==> config.mk <==
export PLATFORM = sky130hd
export DESIGN_NAME = run_controller
export DESIGN_NICKNAME = d
export VERILOG_FILES = /design/src/rtl/run_ctrl_pkg.sv /design/src/rtl/brk_match.sv /design/src/rtl/run_controller.sv
export SDC_FILE = /design/constraint.sdc
export NUM_CORES = 1
export LEC_CHECK = 0
export CORE_AREA = 4 4 144 146
export CTS_CLUSTER_SIZE = 10
export DETAILED_ROUTE_END_ITERATION = 12
export DIE_AREA = 0 0 148 150
export GPL_TIMING_DRIVEN = 0
export PLACE_DENSITY = 0.51
export SLEW_MARGIN = 5
export SYNTH_ARGS = -nofsm -noshare
export SYNTH_HDL_FRONTEND = slang
export SYNTH_HIERARCHICAL = 1
export SYNTH_SLANG_ARGS = --single-unit
==> constraint.sdc <==
create_clock -name clk -period 6.5 [get_ports clk]
set_clock_uncertainty 0.1 [all_clocks]
set_input_delay 0.975 -clock clk [delete_from_list [all_inputs] [get_ports clk]]
set_output_delay 0.975 -clock clk [all_outputs]
set_load 0.03 [all_outputs]
==> src/rtl/run_ctrl_pkg.sv <==
// Shared encodings for the run/step/breakpoint sequencer and its breakpoint bank.
package run_ctrl_pkg;

  localparam int BRK_MAX = 8;

  typedef enum logic [2:0] {
    ST_IDLE   = 3'd0,
    ST_RUN    = 3'd1,
    ST_STEP   = 3'd2,
    ST_PAUSED = 3'd3,
    ST_DONE   = 3'd4
  } state_t;

  typedef enum logic [1:0] {
    OP_RUN   = 2'd0,
    OP_STOP  = 2'd1,
    OP_STEP  = 2'd2,
    OP_CLEAR = 2'd3
  } cmd_op_t;

  typedef enum logic [2:0] {
    CAUSE_NONE = 3'd0,
    CAUSE_HOST = 3'd1,
    CAUSE_BRK  = 3'd2,
    CAUSE_STEP = 3'd3,
    CAUSE_HALT = 3'd4
  } cause_t;

endpackage

==> src/rtl/brk_match.sv <==
// PC breakpoint register bank with comparators; reports a hit and the lowest matching index.
module brk_match
  import run_ctrl_pkg::*;
#(
  parameter int PC_W    = 12,
  parameter int NUM_BRK = 2
) (
  input  logic            clk,
  input  logic            rst,
  input  logic            brk_wr,
  input  logic [2:0]      brk_idx,
  input  logic [PC_W-1:0] brk_addr,
  input  logic            brk_en,
  input  logic [PC_W-1:0] pc,
  input  logic            skip,
  output logic            hit,
  output logic [2:0]      hit_idx
);

  localparam int NB = (NUM_BRK > BRK_MAX) ? BRK_MAX : NUM_BRK;

  logic [PC_W-1:0] addr_q [NB];
  logic [NB-1:0]   en_q;

  // Indices at or above NB never match the loop, so such writes are dropped.
  always_ff @(posedge clk or negedge rst) begin
    if (!rst) begin
      for (int i = 0; i < NB; i++) addr_q[i] <= '0;
      en_q <= '0;
    end else if (brk_wr) begin
      for (int i = 0; i < NB; i++) begin
        if (brk_idx == 3'(i)) begin
          addr_q[i] <= brk_addr;
          en_q[i]   <= brk_en;
        end
      end
    end
  end

  always_comb begin
    hit     = 1'b0;
    hit_idx = 3'd0;
    for (int i = NB - 1; i >= 0; i--) begin
      if (en_q[i] && (addr_q[i] == pc)) begin
        hit     = 1'b1;
        hit_idx = 3'(i);
      end
    end
    if (skip) hit = 1'b0;
  end

endmodule

==> src/rtl/run_controller.sv <==
// Host-driven run/step/breakpoint sequencer: gates decoder side-effect strobes and
// drives the datapath halt so a frozen PC never repeats an instruction's effects.
module run_controller
  import run_ctrl_pkg::*;
#(
  parameter int PC_W    = 12,
  parameter int NUM_BRK = 2,
  parameter int CNT_W   = 16
) (
  input  logic             clk,
  input  logic             rst,
  input  logic             cmd_valid,
  output logic             cmd_ready,
  input  logic [1:0]       cmd_op,
  input  logic [CNT_W-1:0] step_count,
  input  logic             brk_wr,
  input  logic [2:0]       brk_idx,
  input  logic [PC_W-1:0]  brk_addr,
  input  logic             brk_en,
  input  logic [PC_W-1:0]  pc,
  input  logic             halt_insn,
  input  logic             reg_write_in,
  input  logic             mem_write_in,
  input  logic             push_in,
  input  logic             pop_in,
  input  logic             no_change_in,
  output logic             reg_write,
  output logic             mem_write,
  output logic             push,
  output logic             pop,
  output logic             no_change,
  output logic             halt,
  output logic             dp_rst_req,
  output logic [2:0]       state,
  output logic [2:0]       stop_cause,
  output logic [2:0]       brk_hit_idx,
  output logic [CNT_W-1:0] cycle_count,
  output logic [CNT_W-1:0] retired_count
);

  function automatic logic [CNT_W-1:0] sat_inc(input logic [CNT_W-1:0] v);
    return (&v) ? v : v + CNT_W'(1);
  endfunction

  state_t           state_q;
  cause_t           cause_q;
  logic [CNT_W-1:0] steps_left;
  logic             skip_bp;
  logic             bp_hit;
  logic [2:0]       bp_idx;
  logic             active;
  logic             exec_en;
  logic             accept;

  brk_match #(.PC_W(PC_W), .NUM_BRK(NUM_BRK)) u_brk (
    .clk      (clk),
    .rst      (rst),
    .brk_wr   (brk_wr),
    .brk_idx  (brk_idx),
    .brk_addr (brk_addr),
    .brk_en   (brk_en),
    .pc       (pc),
    .skip     (skip_bp),
    .hit      (bp_hit),
    .hit_idx  (bp_idx)
  );

  assign active    = (state_q == ST_RUN) || (state_q == ST_STEP);
  assign exec_en   = active && !halt_insn && !bp_hit;
  assign cmd_ready = (state_q != ST_STEP) || (cmd_op == OP_STOP);
  assign accept    = cmd_valid && cmd_ready;

  // Strobe gating is combinational so a stop applies in the very cycle it is detected.
  assign reg_write  = reg_write_in & exec_en;
  assign mem_write  = mem_write_in & exec_en;
  assign push       = push_in & exec_en;
  assign pop        = pop_in & exec_en;
  assign no_change  = no_change_in | ~exec_en;
  assign halt       = ~exec_en;
  assign state      = state_q;
  assign stop_cause = cause_q;

  always_ff @(posedge clk or negedge rst) begin
    if (!rst) begin
      state_q       <= ST_IDLE;
      cause_q       <= CAUSE_NONE;
      brk_hit_idx   <= 3'd0;
      cycle_count   <= '0;
      retired_count <= '0;
      steps_left    <= '0;
      skip_bp       <= 1'b0;
      dp_rst_req    <= 1'b0;
    end else begin
      dp_rst_req <= 1'b0;
      if (active) cycle_count <= sat_inc(cycle_count);
      if (exec_en) begin
        retired_count <= sat_inc(retired_count);
        skip_bp       <= 1'b0;
      end
      unique case (state_q)
        ST_RUN, ST_STEP: begin
          if (halt_insn) begin
            state_q <= ST_DONE;
            cause_q <= CAUSE_HALT;
          end else if (bp_hit) begin
            state_q     <= ST_PAUSED;
            cause_q     <= CAUSE_BRK;
            brk_hit_idx <= bp_idx;
          end else if (accept && (cmd_op == OP_STOP)) begin
            state_q <= ST_PAUSED;
            cause_q <= CAUSE_HOST;
          end else if (state_q == ST_STEP) begin
            if (steps_left == CNT_W'(1)) begin
              state_q <= ST_PAUSED;
              cause_q <= CAUSE_STEP;
            end else begin
              steps_left <= steps_left - CNT_W'(1);
            end
          end
        end
        ST_IDLE, ST_PAUSED: begin
          if (accept && ((cmd_op == OP_RUN) || (cmd_op == OP_STEP))) begin
            // Resuming from a breakpoint must let the breakpointed instruction execute once.
            skip_bp <= (state_q == ST_PAUSED) && (cause_q == CAUSE_BRK);
            if (cmd_op == OP_RUN) begin
              state_q <= ST_RUN;
            end else begin
              state_q    <= ST_STEP;
              steps_left <= (step_count == '0) ? CNT_W'(1) : step_count;
            end
          end
        end
        default: ;
      endcase
      if (accept && (cmd_op == OP_CLEAR)) begin
        state_q       <= ST_IDLE;
        cause_q       <= CAUSE_NONE;
        cycle_count   <= '0;
        retired_count <= '0;
        skip_bp       <= 1'b0;
        dp_rst_req    <= 1'b1;
      end
    end
  end

endmodule

== Word-level counts from Yosys, hierarchy flattened ==
Cells that the tools add are included.
Storage, ports and cells
  bits in registers: 85
  latch bits: 0
  memory bits (writable): 0
  bits in read-only memories: 0
  input port bits: 56
  word-level logic and storage cells: 122
  memories kept: 0
Cells by class
  add/subtract/negate cells: 3
  multiply operators: 0
  divide/modulo/power cells: 0
  $lt $le $gt $ge: 0
  equality and inequality tests: 24
  shift operators: 0
  multiplexer cells: 39
  bitwise logic cells: 7
  reductions and logical operators: 37
Operators by type and width (number)
  $mux W16: 14
  $mux W3: 12
  $add A16 B1 Y16 const B: 2
  $pmux W16 S2: 1
  $reduce_and A16 Y1: 2
  $eq A12 B12 Y1: 2
  $eq A16 B1 Y1 const B: 1
  $logic_not A16 Y1: 1
  $sub A16 B1 Y16 const B: 1
  $ne A2 B2 Y1 const B: 7
  $ne A6 B6 Y1 const B: 2
  $mux W1: 10
  $reduce_bool A5 Y1: 2
  $eq A3 B2 Y1 const B: 3
  $logic_and A1 B1 Y1: 9
  $reduce_and A2 Y1: 4
  $reduce_and A8 Y1: 1
  $reduce_bool A2 Y1: 4
  $eq A3 B1 Y1 const B: 2
  $logic_not A3 Y1: 2
  $pmux W3 S2: 1
  $reduce_and A3 Y1: 2
  $and A1 B1 Y1: 4
  $eq A2 B2 Y1 const B: 2
  13 further kinds: 19

== Logic depth before layout (Yosys ltp) ==
Gate-level depths: netlist (run 1).
  word-level depth: 11
  gate-level depth with buffers: 10
  mapped depth without buffers: 9

== By module ==
Netlist (run 1), hierarchy kept.
By module, submodules not included
  run_controller: times used 1, cells an instance 373, area each 3464.6 µm², sequential area each 1476.4 µm²
  brk_match: times used 1, cells an instance 95, area each 1301.2 µm², sequential area each 650.6 µm²

== Worst setup path after synthesis (run 1) ==
No wires, ideal clock.
  kind: input to output
  start: in pc[0]
  end: out mem_write
  data arrival time: 2423 ps
  data required time: 5425 ps
  path slack: 3002 ps
  stages: 7
  cells stage by stage: xnor2_1 nand3_1 or4_4 a21oi_2 or2_2 nor3_2 and2_1
Between the ends
  cells in the longest elaborated chain, start to end: 8
  elaborated cells on any way between the ends: 10
  those cells by class: eq/ne: 2; mux: 3; bitwise: 1; reduce/logical: 4
RTL lines
  from (decl): line run_controller.sv:20  | input logic [PC_W-1:0] pc,
  $eq A12 B12 Y1: line brk_match.sv:44  | if (en_q[i] && (addr_q[i] == pc)) begin
  $logic_and A1 B1 Y1: line brk_match.sv:44
  $mux W1: line brk_match.sv:44
  $mux W1 *: line brk_match.sv:44
  $mux W1 *: line brk_match.sv:49  | if (skip) hit = 1'b0;
  net bp_hit: line run_controller.sv:49  | logic bp_hit;
  $logic_not A1 Y1 *: line run_controller.sv:69  | assign exec_en = active && !halt_insn && !bp_hit;
  $logic_and A1 B1 Y1 *: line run_controller.sv:69
  $and A1 B1 Y1 *: line run_controller.sv:75  | assign mem_write = mem_write_in & exec_en;
  to (decl): line run_controller.sv:28  | output logic mem_write,
Mark *: on every way through the listed nets, which the timed path passes. The rest lies on a longest branch.

== Worst setup path after layout (run 1) ==
  start: in pc[4]
  end: out halt
Between the ends
  cells in the longest elaborated chain, start to end: 8
  elaborated cells on any way between the ends: 10
  those cells by class: eq/ne: 2; mux: 3; bitwise: 1; reduce/logical: 4
RTL lines
  $eq A12 B12 Y1: line brk_match.sv:44
  $logic_and A1 B1 Y1: line brk_match.sv:44
  $mux W1: line brk_match.sv:44
  $mux W1 *: line brk_match.sv:44
  $mux W1 *: line brk_match.sv:49
  net bp_hit: line run_controller.sv:49
  $logic_not A1 Y1 *: line run_controller.sv:69
  $logic_and A1 B1 Y1 *: line run_controller.sv:69
  $not A1 Y1 *: line run_controller.sv:79  | assign halt = ~exec_en;
  to (decl): line run_controller.sv:32  | output logic halt,
Marks and branches as above.

==> results.yml, run 1 <==
yosys:
  synth-edff-count: 0
  synthCells: 468
  syn_area_um2: 4770
  yosysSeqAreaShare: 0.446
  synth.avg_cell_area_um2: 10.2
  synth_cell_types: 64
  async_flop_share: 1.00
  ys_top_cells_by_area: "dfrtp_1 45%, mux2_2 5.0%, xnor2_1 4.4%"
  yosys.area.top_type: "dfrtp_1"
  synth_flop_cell: "dfrtp_1"
  synth_warnings: 6
  yosys_register_bits: 85
  synth_top_area_frac: 0.446
grt:
  grt_pass1_vias: 4213
  grt.overflow.total: 0
  grt_first_pass_wirelength_mm: 22.4
  track_usage: 0.126
  antenna_found_initial: 0
  grt_max_degree: 52
floorplanning:
  fp.coreArea_um2: 19400
  io_pins: 105
  die_y_um: 150
  die_area_um2: 22200
  row_count: 51
  start_util: 0.246
  die_w_um: 148
final_layout:
  diodes: 0
  layout_common_cells: "103 x clkdlybuf4s50_1, 85 x dfrtp_1, 36 x nor2_1"
  drive_gt1_frac: 0.117
  final_nets: 645
  syn_to_final_growth_pct: 36.0
  final_common_cell: "clkdlybuf4s50_1"
worst_setup_path:
  slowest_stage: "clkdlybuf4s50_1"
  critPathTopFamily: "buffers and inverters"
  cp_slowest_stage_delay_ns: 0.72
  required_ns: 5.42
  crit_path_start: "pc[4]"
  reg2reg_from: "u_brk/addr_q[7]"
  crit_path_max_fanout: 10
  regToRegSetupSlack_ns: 3.62
  crit_type: "in2out"
  rr_worst_depth: 10
  endpoint_kind: "output port"
  cp_cell_sequence: "clkdlybuf4s50_1, xnor2_1, nand4_1, or4_4, a21oi_2, or2_2, nor3_2, inv_1, clkdlybuf4s50_1"
  start_kind: "input pin"
  crit_arrival_ns: 3.80
  worst_path_most_repeated_cell: "clkdlybuf4s50_1"
  cp.depth: 9
  r2r-end: "steps_left[11]"
  crit_buf_inv: 3
  crit_end: "halt"
sta:
  tightest_slew_ns: 0.701
  fin_crit_sh: 0.750
  period_needed_ns: 4.88
  tns_ns: 0
  drv_slew: 0
  hold_violations: 0
  fmax_ghz: 0.205
  relSlewSlack: 0.529
  rsz0062_at_grt: "false"
  setup_slack_ns: 1.62
  setup_viol: 0
place:
  place_hpwl_mm: 10.2
  port_buffers: 104
  pre_cts_slack_ns: 1.55
  gp_congestion: 0.839
cts:
  post-cts-setup-buffers: 0
  max-clock-path-buffers: 2
  cts_buffers: 9
  clockRootBuffer: "clkbuf_16"
  cts-resized-gates: 0
  clkLatencyLatePin_ns: 0.34
  clk_pin_slew_ns: 0.06
  postCtsHoldBufs: 0
  numClockSinks: 85
  tritoncts: "done"
  htreeDepth: 3
drt:
  wl_per_cell_um: 16.0
  drt_iter0_drc: 237
  ant_nets: 0
  dr.pass1.iters: 7
  drt-total-wl_mm: 13.7
  drcViolationCount: 0
  via_per_inst: 4.82
  vias: 4116
min_path:
  hold_class: "reg2reg"
power:
  p_leak_nw: 2.47
  p_per_area_nw_per_um2: 326
  ir_worst_vdd_uv: 163
job:
  cap_viol_max_count: 0
run_status:
  status: "finished, final reports clean"
## Yosys cell counts (all sizes together) (4+ instances only)
master and n:
a21oi 25, a31oi 4, and2 8, and3 4
and4 6, buf 11, clkbuf 6, dfrtp 85
ha 4, inv 10, mux2 30, nand2 24
nand2b 4, nand3 18, nand4 15, nor2 37
nor3 12, nor4 15, o21a 9, o21ai 23
o22ai 5, o2bb2ai 11, o31ai 6, or2 4
or3 5, or4 6, xnor2 25, xor2 17
## cell type report
cell class,instances,area (um^2)
plain buffers,17,82.6
clock buffers,10,229
clock inverters,5,85.1
fillers,2043,12900
inverters,10,37.5
multi-input cells,357,2520
flip-flops and latches,85,2130
well taps,265,332
repair buffers,105,1070
## stage by stage
stage               instances  cell area [um^2]  hold WS (ns)  total power [mW]  utilization
floorplan                 469              4770         0.357              1.27            -
global placement          838              6140         0.379              1.55        0.317
detailed placement        839              6170         0.385              1.56        0.318
CTS                       854              6480         0.400              2.13        0.334
global route              854              6480         0.416              2.25        0.334
finish                    854              6480         0.395              2.11        0.334
## worst min-delay path by stage
stage               cells after the start              to           start
finish                                  1   u_brk/en_q[0]   u_brk/en_q[0]
global placement                        1   u_brk/en_q[0]   u_brk/en_q[0]
CTS                                     1   u_brk/en_q[0]   u_brk/en_q[0]
floorplan                               1  steps_left[14]  steps_left[14]
global route                            1  steps_left[11]  steps_left[11]
detailed placement                      1   u_brk/en_q[0]   u_brk/en_q[0]
## cells by family after synthesis
| kind of cell | share of synthesized area |
|---|---|
| mux | 0.0730 |
| simple gates | 0.218 |
| fa+ha+maj | 0.0105 |
| buf+inv | 0.0252 |
| compound gates | 0.147 |
| flops | 0.446 |
| other cells | 0.000787 |
| xor+xnor | 0.0788 |
## where the power goes
| part | switching [mW] | total [mW] | internal [mW] |
|---|---|---|---|
| clock | 0.223 | 0.560 | 0.337 |
| combinational | 0.454 | 0.785 | 0.331 |
| sequential | 0.125 | 0.769 | 0.644 |
| total | 0.801 | 2.11 | 1.31 |
## state kept, by name, summed over array words and instances (netlist names)
register and flops:
stop_cause 3, dp_rst_req 1, u_brk/addr_q 24, skip_bp 1, state 3, brk_hit_idx 3, steps_left 16, u_brk/en_q 2
retired_count 16, cycle_count 16
## metal layers
| metal | vias up | routed length [um] | track usage | share of wire |
|---|---|---|---|---|
| li1 | 1979 | - | - | - |
| met1 | 2002 | 6510 | 0.171 | 0.48 |
| met2 | 117 | 6270 | 0.200 | 0.46 |
| met3 | 18 | 653 | 0.0263 | 0.048 |
| met4 | 0 | 219 | 0.0425 | 0.016 |
| met5 | - | 0 | 0 | 0 |
Note: power is estimated with default switching activity, not from simulation.
==> run 2: changes to the inputs <==
Clock period 6.5 ns to 4.6 ns, I/O delays scaled along.
==> results of run 2 <==
The final DEF is identical to that of run 1. Status: finished, final reports clean.
Among the figures that moved: setup slack after placement 1.55 ns -> 0.225 ns; setup slack after layout 1.62 ns -> 0.293 ns; hold slack 0.395 ns -> 0.217 ns; register-to-register setup slack 3.62 ns -> 1.72 ns; total power 2.11 mW -> 2.99 mW; worst IR drop on VDD 163 uV -> 230 uV
==> run 3: changes to the inputs <==
Settings changed: MAX_ROUTING_LAYER from default to met4.
==> results.yml, run 3 (synthesis gave the netlist of run 1 again) <==
place:
  placed_cell_area_um2: 6170
  port_buffers: 104
  pre_cts_slack_ns: 0.225
  dp.cells: 839
  gp_congestion: 0.852
  place_hpwl_mm: 10.2
cts:
  postCtsHoldBufs: 0
  clkLatencyLatePin_ns: 0.34
  cts_buffers: 9
  max-clock-path-buffers: 2
  cts-resized-gates: 0
  post-cts-setup-buffers: 0
  clk_pin_slew_ns: 0.06
  htreeDepth: 3
  tritoncts: "done"
  clockRootBuffer: "clkbuf_16"
  numClockSinks: 85
worst_setup_path:
  required_ns: 3.81
  endpoint_kind: "output port"
  r2r-end: "steps_left[11]"
  crit_arrival_ns: 3.54
  rr_worst_depth: 10
  crit_type: "in2out"
  reg2reg_from: "u_brk/addr_q[7]"
  regToRegSetupSlack_ns: 1.72
  start_kind: "input pin"
  crit_path_max_fanout: 10
power:
  p_per_area_nw_per_um2: 461
  swShare: 0.379
  ir_worst_vdd_uv: 230
  pwr-share-seq: 0.363
  p_leak_nw: 2.47
  internal_power_mw: 1.85
  power.total_mw: 2.99
  netSwitchingPower_mw: 1.13
  p_clk_frac: 0.266
  power_frac_comb: 0.371
final_layout:
  diodes: 0
  final_common_cell: "clkdlybuf4s50_1"
  regMostFlops: "u_brk/addr_q"
  final_nets: 645
  final_core_util: 0.334
  postLayoutCellArea_um2: 6480
  drive_gt1_frac: 0.117
  stdcell_count: 854
  fillerInstances: 2043
  syn_to_final_growth_pct: 36.0
  largest_register_ffs: 24
  layout_common_cells: "103 x clkdlybuf4s50_1, 85 x dfrtp_1, 36 x nor2_1"
drt:
  drcViolationCount: 0
  via_per_inst: 4.79
  wl_per_cell_um: 16.0
  drt-total-wl_mm: 13.6
  drt_iter0_drc: 237
  ant_nets: 0
  dr.pass1.iters: 4
  vias: 4093
sta:
  fmax_ghz: 0.231
  rsz0062_at_grt: "false"
  drv_slew: 0
  hold_violations: 0
  tns_ns: 0
  hold_slack_ns: 0.216
  period_needed_ns: 4.33
  tightest_slew_ns: 0.699
  fin_crit_sh: 0.942
  setup_slack_ns: 0.266
  relSlewSlack: 0.530
  setup_viol: 0
grt:
  grt_pass1_vias: 4208
  antenna_found_initial: 0
  grt.overflow.total: 0
  track_usage: 0.129
  grt_first_pass_wirelength_mm: 22.3
  grt_max_degree: 52
floorplanning:
  io_pins: 105
  start_util: 0.246
  die_w_um: 148
  fp.coreArea_um2: 19400
  row_count: 51
  die_y_um: 150
  die_area_um2: 22200
min_path:
  hold_class: "in2async"
job:
  cap_viol_max_count: 0
run_status:
  status: "finished, final reports clean"
[run 3: cell counts in the layout (fill, tap and decap cells not counted)]
Identical to the previous run, type by type.
[run 3: power groups by stage]
stage	clock network, mW	registers (mW)	logic (mW)
after global placement	0	1.09	1.10
after global routing	0.843	1.11	1.22
final	0.794	1.08	1.11
after floorplan	0	1.14	0.655
after detailed placement	0	1.09	1.11
after CTS	0.814	1.08	1.11
[run 3: cell type report]
cell class | instances | area [um^2] | area share
Multi-Input combinational cell | 357 | 2520 | 0.389
Sequential cell | 85 | 2130 | 0.328
Timing Repair Buffer | 105 | 1070 | 0.164
Tap cell | 265 | 332 | 0.0512
Clock buffer | 10 | 229 | 0.0353
Clock inverter | 5 | 85.1 | 0.0131
Buffer | 17 | 82.6 | 0.0127
Inverter | 10 | 37.5 | 0.00579
[run 3: per-layer routing]
metal	global-route usage	part of all wire
met1	0.173	0.48
met2	0.200	0.46
met3	0.0233	0.043
met4	0.0425	0.016
met5	-	0
[run 3: critical path, cell delays in order]
cell and delay, ns:
clkdlybuf4s50_1 0.52, xnor2_1 0.14, nand4_1 0.17, or4_4 0.55, a21oi_2 0.28, or2_2 0.21
nor3_2 0.11, inv_1 0.14, clkdlybuf4s50_1 0.72
[run 3: worst max path at each step]
stage	endpoint	start	slack [ns]
global placement	steps_left[13]	rst	-0.61
detailed placement	halt	pc[0]	0.22
finish	halt	pc[4]	0.27
CTS	halt	pc[0]	0.20
global route	halt	pc[0]	0.09
floorplan	mem_write	pc[0]	1.67
